==> src/rtl/transfer_reg_file_pkg.sv <==
// transfer_reg_file_pkg
//   Shared datapath constants for the general-purpose register bank:
//   default word width and depth, the reset/clear word value, and the
//   helper that sizes the address ports.
package transfer_reg_file_pkg;

   localparam int DEFAULT_WIDTH = 16;
   localparam int DEFAULT_DEPTH = 8;

   // Every bit of a reset or cleared word takes this value.
   localparam logic CLEAR_BIT = 1'b0;

   // Address width for a given depth. Depth is always at least 2, so this
   // matches $clog2 while never returning a zero-width address.
   function automatic int addr_width(input int depth);
      return (depth <= 2) ? 1 : $clog2(depth);
   endfunction

endpackage

==> src/rtl/transfer_or_nbit.sv <==
// transfer_or_nbit
//   WIDTH-bit OR transfer gate. This is the load-or-hold selector in front
//   of each register word.
//   Ports:
//     select    : 1 = pass new_data, 0 = pass hold_data
//     new_data  : candidate write data
//     hold_data : current register contents
//     out       : next-state value for the register
module transfer_or_nbit #(
   parameter int WIDTH = 16
) (
   input  logic             select,
   input  logic [WIDTH-1:0] new_data,
   input  logic [WIDTH-1:0] hold_data,
   output logic [WIDTH-1:0] out
);

   // Two AND-gated paths merged by an OR. The select lines are
   // complementary, so exactly one path is open at a time.
   assign out = ({WIDTH{select}} & new_data) | ({WIDTH{~select}} & hold_data);

endmodule

==> src/rtl/transfer_reg_file.sv <==
// transfer_reg_file
//   General-purpose register bank between the ALU result bus and the
//   operand-select stage. It has one write port and two combinational read
//   ports, an optional write-through bypass, a synchronous clear-all and a
//   registered write acknowledge.
//   Ports:
//     clk              : clock, rising edge
//     rst              : synchronous active-high reset (beats clr, which beats we)
//     clr              : synchronous clear of all words; drops a same-cycle write
//     we/waddr/wdata   : write port; an out-of-range address is ignored
//     raddr_a/rdata_a  : read port A, combinational
//     raddr_b/rdata_b  : read port B, combinational
//     wr_ack           : high for one cycle after each effective write
module transfer_reg_file
   import transfer_reg_file_pkg::*;
#(
   parameter int WIDTH   = DEFAULT_WIDTH,
   parameter int DEPTH   = DEFAULT_DEPTH,
   parameter int BYPASS  = 1,
   parameter int ZERO_R0 = 0,
   localparam int AW     = addr_width(DEPTH)
) (
   input  logic             clk,
   input  logic             rst,
   input  logic             clr,
   input  logic             we,
   input  logic [AW-1:0]    waddr,
   input  logic [WIDTH-1:0] wdata,
   input  logic [AW-1:0]    raddr_a,
   output logic [WIDTH-1:0] rdata_a,
   input  logic [AW-1:0]    raddr_b,
   output logic [WIDTH-1:0] rdata_b,
   output logic             wr_ack
);

   localparam logic [WIDTH-1:0] CLEAR_WORD = {WIDTH{CLEAR_BIT}};

   logic [WIDTH-1:0] mem_q [DEPTH];
   logic [WIDTH-1:0] mem_d [DEPTH];
   logic [DEPTH-1:0] load;
   logic             wr_eff;
   logic             wr_ack_q;
   logic             wr_ack_d;
   logic [WIDTH-1:0] rdata_v [2];

   // Per-word load decode and transfer gate. An out-of-range waddr matches
   // no word index, so such a write loads nothing.
   for (genvar i = 0; i < DEPTH; i++) begin : g_word
      localparam logic [AW-1:0] IDX   = AW'(i);
      localparam logic          HARD0 = (ZERO_R0 != 0) && (i == 0);

      assign load[i] = we & (waddr == IDX) & ~clr & ~rst & ~HARD0;

      transfer_or_nbit #(
         .WIDTH (WIDTH)
      ) u_gate (
         .select    (load[i]),
         .new_data  (wdata),
         .hold_data (mem_q[i]),
         .out       (mem_d[i])
      );
   end

   // A write is effective exactly when some word loads. This one signal
   // drives both the acknowledge and the bypass.
   assign wr_eff   = |load;
   assign wr_ack_d = wr_eff;

   always_ff @(posedge clk) begin
      if (rst) begin
         for (int k = 0; k < DEPTH; k++) mem_q[k] <= CLEAR_WORD;
         wr_ack_q <= 1'b0;
      end else if (clr) begin
         for (int k = 0; k < DEPTH; k++) mem_q[k] <= CLEAR_WORD;
         wr_ack_q <= 1'b0;
      end else begin
         for (int k = 0; k < DEPTH; k++) mem_q[k] <= mem_d[k];
         wr_ack_q <= wr_ack_d;
      end
   end

   // Read ports: p=0 is port A, p=1 is port B.
   for (genvar p = 0; p < 2; p++) begin : g_rd
      logic [AW-1:0]    addr_p;
      logic [WIDTH-1:0] stored;

      assign addr_p = (p == 0) ? raddr_a : raddr_b;

      // An out-of-range address matches no word and reads as 0. When
      // ZERO_R0 is set, word 0 is hard-wired to read 0.
      always_comb begin
         stored = CLEAR_WORD;
         for (int i = 0; i < DEPTH; i++) begin
            if ((addr_p == AW'(i)) && !((ZERO_R0 != 0) && (i == 0))) stored = mem_q[i];
         end
      end

      if (BYPASS != 0) begin : g_byp
         // wr_eff is already low during rst/clr, so those cycles read the
         // pre-clear contents.
         assign rdata_v[p] = (wr_eff && (addr_p == waddr)) ? wdata : stored;
      end else begin : g_nobyp
         assign rdata_v[p] = stored;
      end
   end

   assign rdata_a = rdata_v[0];
   assign rdata_b = rdata_v[1];
   assign wr_ack  = wr_ack_q;

endmodule

==> config.mk <==
export PLATFORM = sky130hd
export DESIGN_NAME = transfer_reg_file
export DESIGN_NICKNAME = d
export VERILOG_FILES = /design/src/rtl/transfer_reg_file_pkg.sv /design/src/rtl/transfer_or_nbit.sv /design/src/rtl/transfer_reg_file.sv
export SDC_FILE = /design/constraint.sdc
export NUM_CORES = 1
export LEC_CHECK = 0
export CORE_ASPECT_RATIO = 1.5
export CORE_MARGIN = 1.5
export CORE_UTILIZATION = 41
export CTS_BUF_LIST = sky130_fd_sc_hd__clkbuf_4
export DETAILED_ROUTE_END_ITERATION = 6
export SLEW_MARGIN = 20
export SYNTH_ARGS = -nofsm -noshare
export SYNTH_HDL_FRONTEND = slang
export SYNTH_SLANG_ARGS = --single-unit
==> constraint.sdc <==
create_clock -name clk -period 2 [get_ports clk]
set_clock_uncertainty 0.2 [all_clocks]
set_input_delay 0.3 -clock clk [delete_from_list [all_inputs] [get_ports clk]]
set_output_delay 0.3 -clock clk [all_outputs]
set_load 0.02 [all_outputs]
======== Yosys cells after proc, flatten, opt, wreduce, memory -nomap -nowiden ========
Memories as Yosys holds them, arrays and structs flattened.
Cells that the tools add are included.
W data, S select, Z words.
word-level totals
  memories kept ........................... 1
  register bits ........................... 1
  memory bits (writable) .................. 128
  output and inout port bits .............. 33
  bits of input ports ..................... 29
  word-level logic and storage cells ...... 148
memories
  name   words  width  rd ports  clocked after Yosys merged registers in  write ports  RTL line                 source
  mem_q  8      16     8         0                                        8            transfer_reg_file.sv:38  logic [WIDTH-1:0] mem_q [DEPTH];
operators by class
  reductions and logical operators ........ 7
  equal/unequal tests ..................... 23
  muxes and demuxes ....................... 42
  bitwise logic cells ..................... 74
operators by type and width
  cell                  count
  $mux W16              34
  $and A16 B16 Y16      16
  $or A16 B16 Y16       8
  $eq A3 B3 Y1 const B  12
  $and A1 B1 Y1         24
  $eq A3 B2 Y1 const B  6
  $or A1 B1 Y1          16
  $not A1 Y1            10
  $eq A3 B1 Y1 const B  3
  $logic_not A3 Y1      3
  $mux W1               8
  $reduce_or A8 Y1      1
  $eq A3 B3 Y1          2
  $logic_and A1 B1 Y1   2
  $reduce_or A2 Y1      1

======== Longest topological paths before layout ========
  word-level depth ........................ 10
  mapped depth ............................ 8
  gate-level depth less buffers ........... 4

======== Hierarchy ========
A second synthesis with hierarchy kept.
second synthesis, totals
  cells, all modules ...................... 859
  area total of the unflattened synthesis .. 9432.8 um2
modules (own cells, without submodules)
  module             seq. area each (um2)  area each (um2)  cells each  times used
  transfer_reg_file  3703.6                7440.9           715         1
  transfer_or_nbit   0.0                   249.0            18          8

======== Least setup slack after synthesis ========
OpenSTA, ideal clock, no wires.
  path type ............................... input to output
  from .................................... in raddr_a[1]
  to ...................................... out rdata_a[0]
  data required time ...................... 1.500 ns
  path buffers ............................ 2
  path slack .............................. -0.279 ns
  data arrival time ....................... 1.779 ns
  cell stages on the path ................. 6
  path through ............................ clkbuf_1 nor2b_1 and2_1 buf_1 a222oi_1 o21ai_0
on the way
  cells in the longest elaborated chain, start to end .. 10
  elaborated cells on any way between the ends .. 19
  classes of those cells .................. 8 x eq/ne; 9 x mux; 2 x reduce/logical
RTL lines
  item                    RTL line                  source
  from (decl)             transfer_reg_file.sv:29   input logic [AW-1:0] raddr_a,
  $logic_not A3 Y1        transfer_reg_file.sv:94   if ((addr_p == AW'(i)) && !((ZERO_R0 != 0) && (i == 0))) stored = mem_q[i];
  $mux W16 (8 in series)  transfer_reg_file.sv:94
  $mux W16 *              transfer_reg_file.sv:101  assign rdata_v[p] = (wr_eff && (addr_p == waddr)) ? wdata : stored;
  to (decl)               transfer_reg_file.sv:30   output logic [WIDTH-1:0] rdata_a,
Every way passes the cells marked *; elsewhere a longest branch is shown, timed or not.

==> key figures <==
Yosys
  • #FFs+latches synth: 129
  • Area contributors post-synth: edfxtp_1 (38%), mux2i_1 (9.6%), nand2_1 (6.9%)
  • Netlist cell types: 44
  • Seq/Total Area, Yosys: 42.2%
  • Ys Warns: 0
  • Cell taking the most area after synthesis: edfxtp_1
  • Post-synth EDFFs: 112
  • Ys async rst share: 0%
  • Yosys top cell area share: 38.4%
  • Mapped cell area: 8770 um2
  • Top_reg_cell synth: edfxtp_1
  • Synth Instances: 992
  • Mapped Avg Cell Area: 8.84 um2

STA
  • FMAX: 0.366 GHz
  • Final period utilization: 137%
  • Final Max Slew Viols: 0
  • Final WS setup: -0.731 ns
  • Hold Fails Final Rpt: 0
  • RSZ-0062 raised after global routing: true
  • Final count of negative-setup-slack endpoints: 32
  • Fin crit period: 2.73 ns
  • Setup TNS: -17.42 ns

Worst setup path
  • Worst Path Buf+Inv: 2
  • Required @ worst endpoint: 1.50 ns
  • Setup crit start kind: flop
  • CP Capture Type: output port
  • CP max stage delay: 0.48 ns
  • Critical path type: reg2out
  • Reg-to-reg startpoint: mem_q[2][29]
  • Slowest stage cell, crit path: edfxtp_1
  • Critical Path AT: 2.23 ns
  • Worst path depth: 6
  • Critical Path Fanout Max: 4
  • CP top delay family: compound AO/OA/AOI/OAI gates
  • Reg2reg setup slack: 0.68 ns
  • FF-to-FF path depth: 4
  • R2r endpoint: mem_q[2][29]
  • CP Cell Sequence: a211oi_2, o21bai_1, a222oi_1, buf_4, o21ai_2, buf_6

Cells and area
  • Area Overhead vs Synth: 38.2%
  • Layout cells sized above 1: 27.2%
  • Design Area, Final: 12100 um2
  • Final nets: 1311
  • Commonest non-fill, non-tap cell in the layout: buf_4
  • Commonest cells after routing, fill and taps aside: buf_4 (178), nand2_1 (160), edfxtp_1 (112), conb_1 (112), a21oi_1 (93)

Clock tree
  • H-tree depth: 4
  • Maximum clock insertion buffer count: 2
  • Post-CTS Hold Buffers: 0
  • Total CTS buffers: 17
  • Root Buffer: clkbuf_4
  • Count of clock tree sinks: 129
  • TritonCTS clock tree: built
  • Clock Latency Late Sink: 0.59 ns
  • Clock-pin slew of the registers on the worst-case setup and hold paths: 0.12 ns

Floorplanning
  • Row Count: 65
  • Die Y: 182 um
  • Die area: 22300 um2
  • Chip Width: 122 um
  • Boundary Pins: 62
  • Core Area: 21000 um2
  • Starting Density: 41.8%

Status
  • Failing checks: negative setup slack
  • Outcome: finished with violations

Global route
  • Global-route wire length before repair: 48300 um
  • Pin count of the biggest net entering global routing: 37
  • Overall routing resource usage: 28.9%
  • Vias in the first global route: 8599
  • Congestion Overflow GR: 0
  • Initial antenna violation count: 2

Power and ir drop
  • Comb power frac: 25.0%
  • Seq pwr share: 46.6%
  • Pwr Density: 560 nW/um2
  • Total power: 6780 uW
  • Clk pwr share: 28.3%
  • Internal: 4730 uW
  • Leak: 0.00467 uW
  • Net Sw Frac: 30.3%
  • Maximum vdd drop: 0.389 mV
  • Sw power: 2060 uW

Route
  • Post-route ant nets: 0
  • WL per Instance: 20.1 um
  • Drt pass-1 iters: 6
  • Initial DRC count: 799
  • DR vias: 8823
  • Total Wirelength: 31500 um
  • Via density: 5.64
  • Residual DRC count: 0

Placed design
  • Gpl congestion: 0.855
  • Placement Cell Area: 11500 um2
  • I/O Buffers: 61
  • Post-detail-place hpwl: 21500 um

Worst hold path
  • Hold worst-path end: wr_ack
  • Hold Path Class: in2reg
  • Hold_sp: rst
  • Hold Path Depth: 4

Run
  • Max-cap viol count: 0
## synthesized netlist by cell type (22+ instances only)
master and instances:
mux2i_1 84, o211ai_1 22, o21ai_0 50, o221ai_1 32, nor2b_1 27, nand2_1 161, edfxtp_1 112, inv_1 24
a21boi_0 22, clkbuf_1 70, a22o_1 22, a21oi_1 104, nor2_1 79, buf_2 28
## area by class of cell
cell class / count / area [um2]
Antenna cell: 1 / 2.50
Clock buffer: 19 / 143
Clock inverter: 13 / 145
Fill cell: 1925 / 8870
Inverter: 26 / 97.6
Multi-Input combinational cell: 840 / 5220
Sequential cell: 129 / 3700
Tap cell: 268 / 335
Timing Repair Buffer: 268 / 2470
## registers in the layout (all words and copies together), names as in the netlist
name	flops
wr_ack	1
mem_q	128
## worst max-delay path by stage
stage,start,end
after floorplan,waddr[0],mem_q[2][25]
after global placement,raddr_a[1],rdata_a[8]
after detailed placement,raddr_a[1],rdata_a[8]
after CTS,mem_q[2][30],rdata_b[14]
after global routing,mem_q[0][16],rdata_b[0]
final,mem_q[0][24],rdata_a[8]
## metal layers
layer	up-vias	routed length [um]	part of all wire (%)	GRT usage, %
li1	4124	-	-	-
met2	375	15500	49	48.2
met4	2	1330	4.2	12.9
met1	4242	12600	40	36.5
met5	-	13	0.041	0
met3	80	2050	6.5	4.75
## what timing repair did
action,in CTS,in global routing
pin swaps,78,32
setup endpoints to repair,97,32
buffers inserted,17,5
gates resized for setup,238,28
## cell families after synthesis
family	share of synthesized area [%]
AOI/OAI and AO/OA	25.0
and+or+nand+nor	15.9
buffers and inverters	6.57
DFF	42.2
muxes	9.59
xor gates and xnor gates	0.599
other	0.0428
## per-stage QoR
stage	util (%)	hold slack [ns]	worst slack, ns	std cells
final	57.7	0.0842	-0.731	1564
after global routing	57.7	0.0906	-0.818	1564
after CTS	57.1	0.0605	-0.772	1562
after detailed placement	54.6	0.257	-0.907	1516
after global placement	54.6	0.253	-0.903	1516
after floorplan	-	0.215	-0.0997	1103
## worst reg2reg max path: cells and delay by family (launching register included)
| kind | cells | cell delay, ns |
|---|---|---|
| multiplexers | 1 | 0.12 |
| flip-flops | 1 | 0.42 |
| buffers and inverters | 2 | 0.29 |
| AND/OR/NAND/NOR | 1 | 0.05 |
## power by group through the flow
stage                     combinational (uW)  clock (uW)  sequential, uW
after global placement                  1590           0            3220
final                                   1700        1920            3160
after CTS                               1650        1960            3160
after global routing                    1810        2060            3180
after floorplan                          872           0            3190
after detailed placement                1600           0            3220
Power figures use the tool's default switching activity.
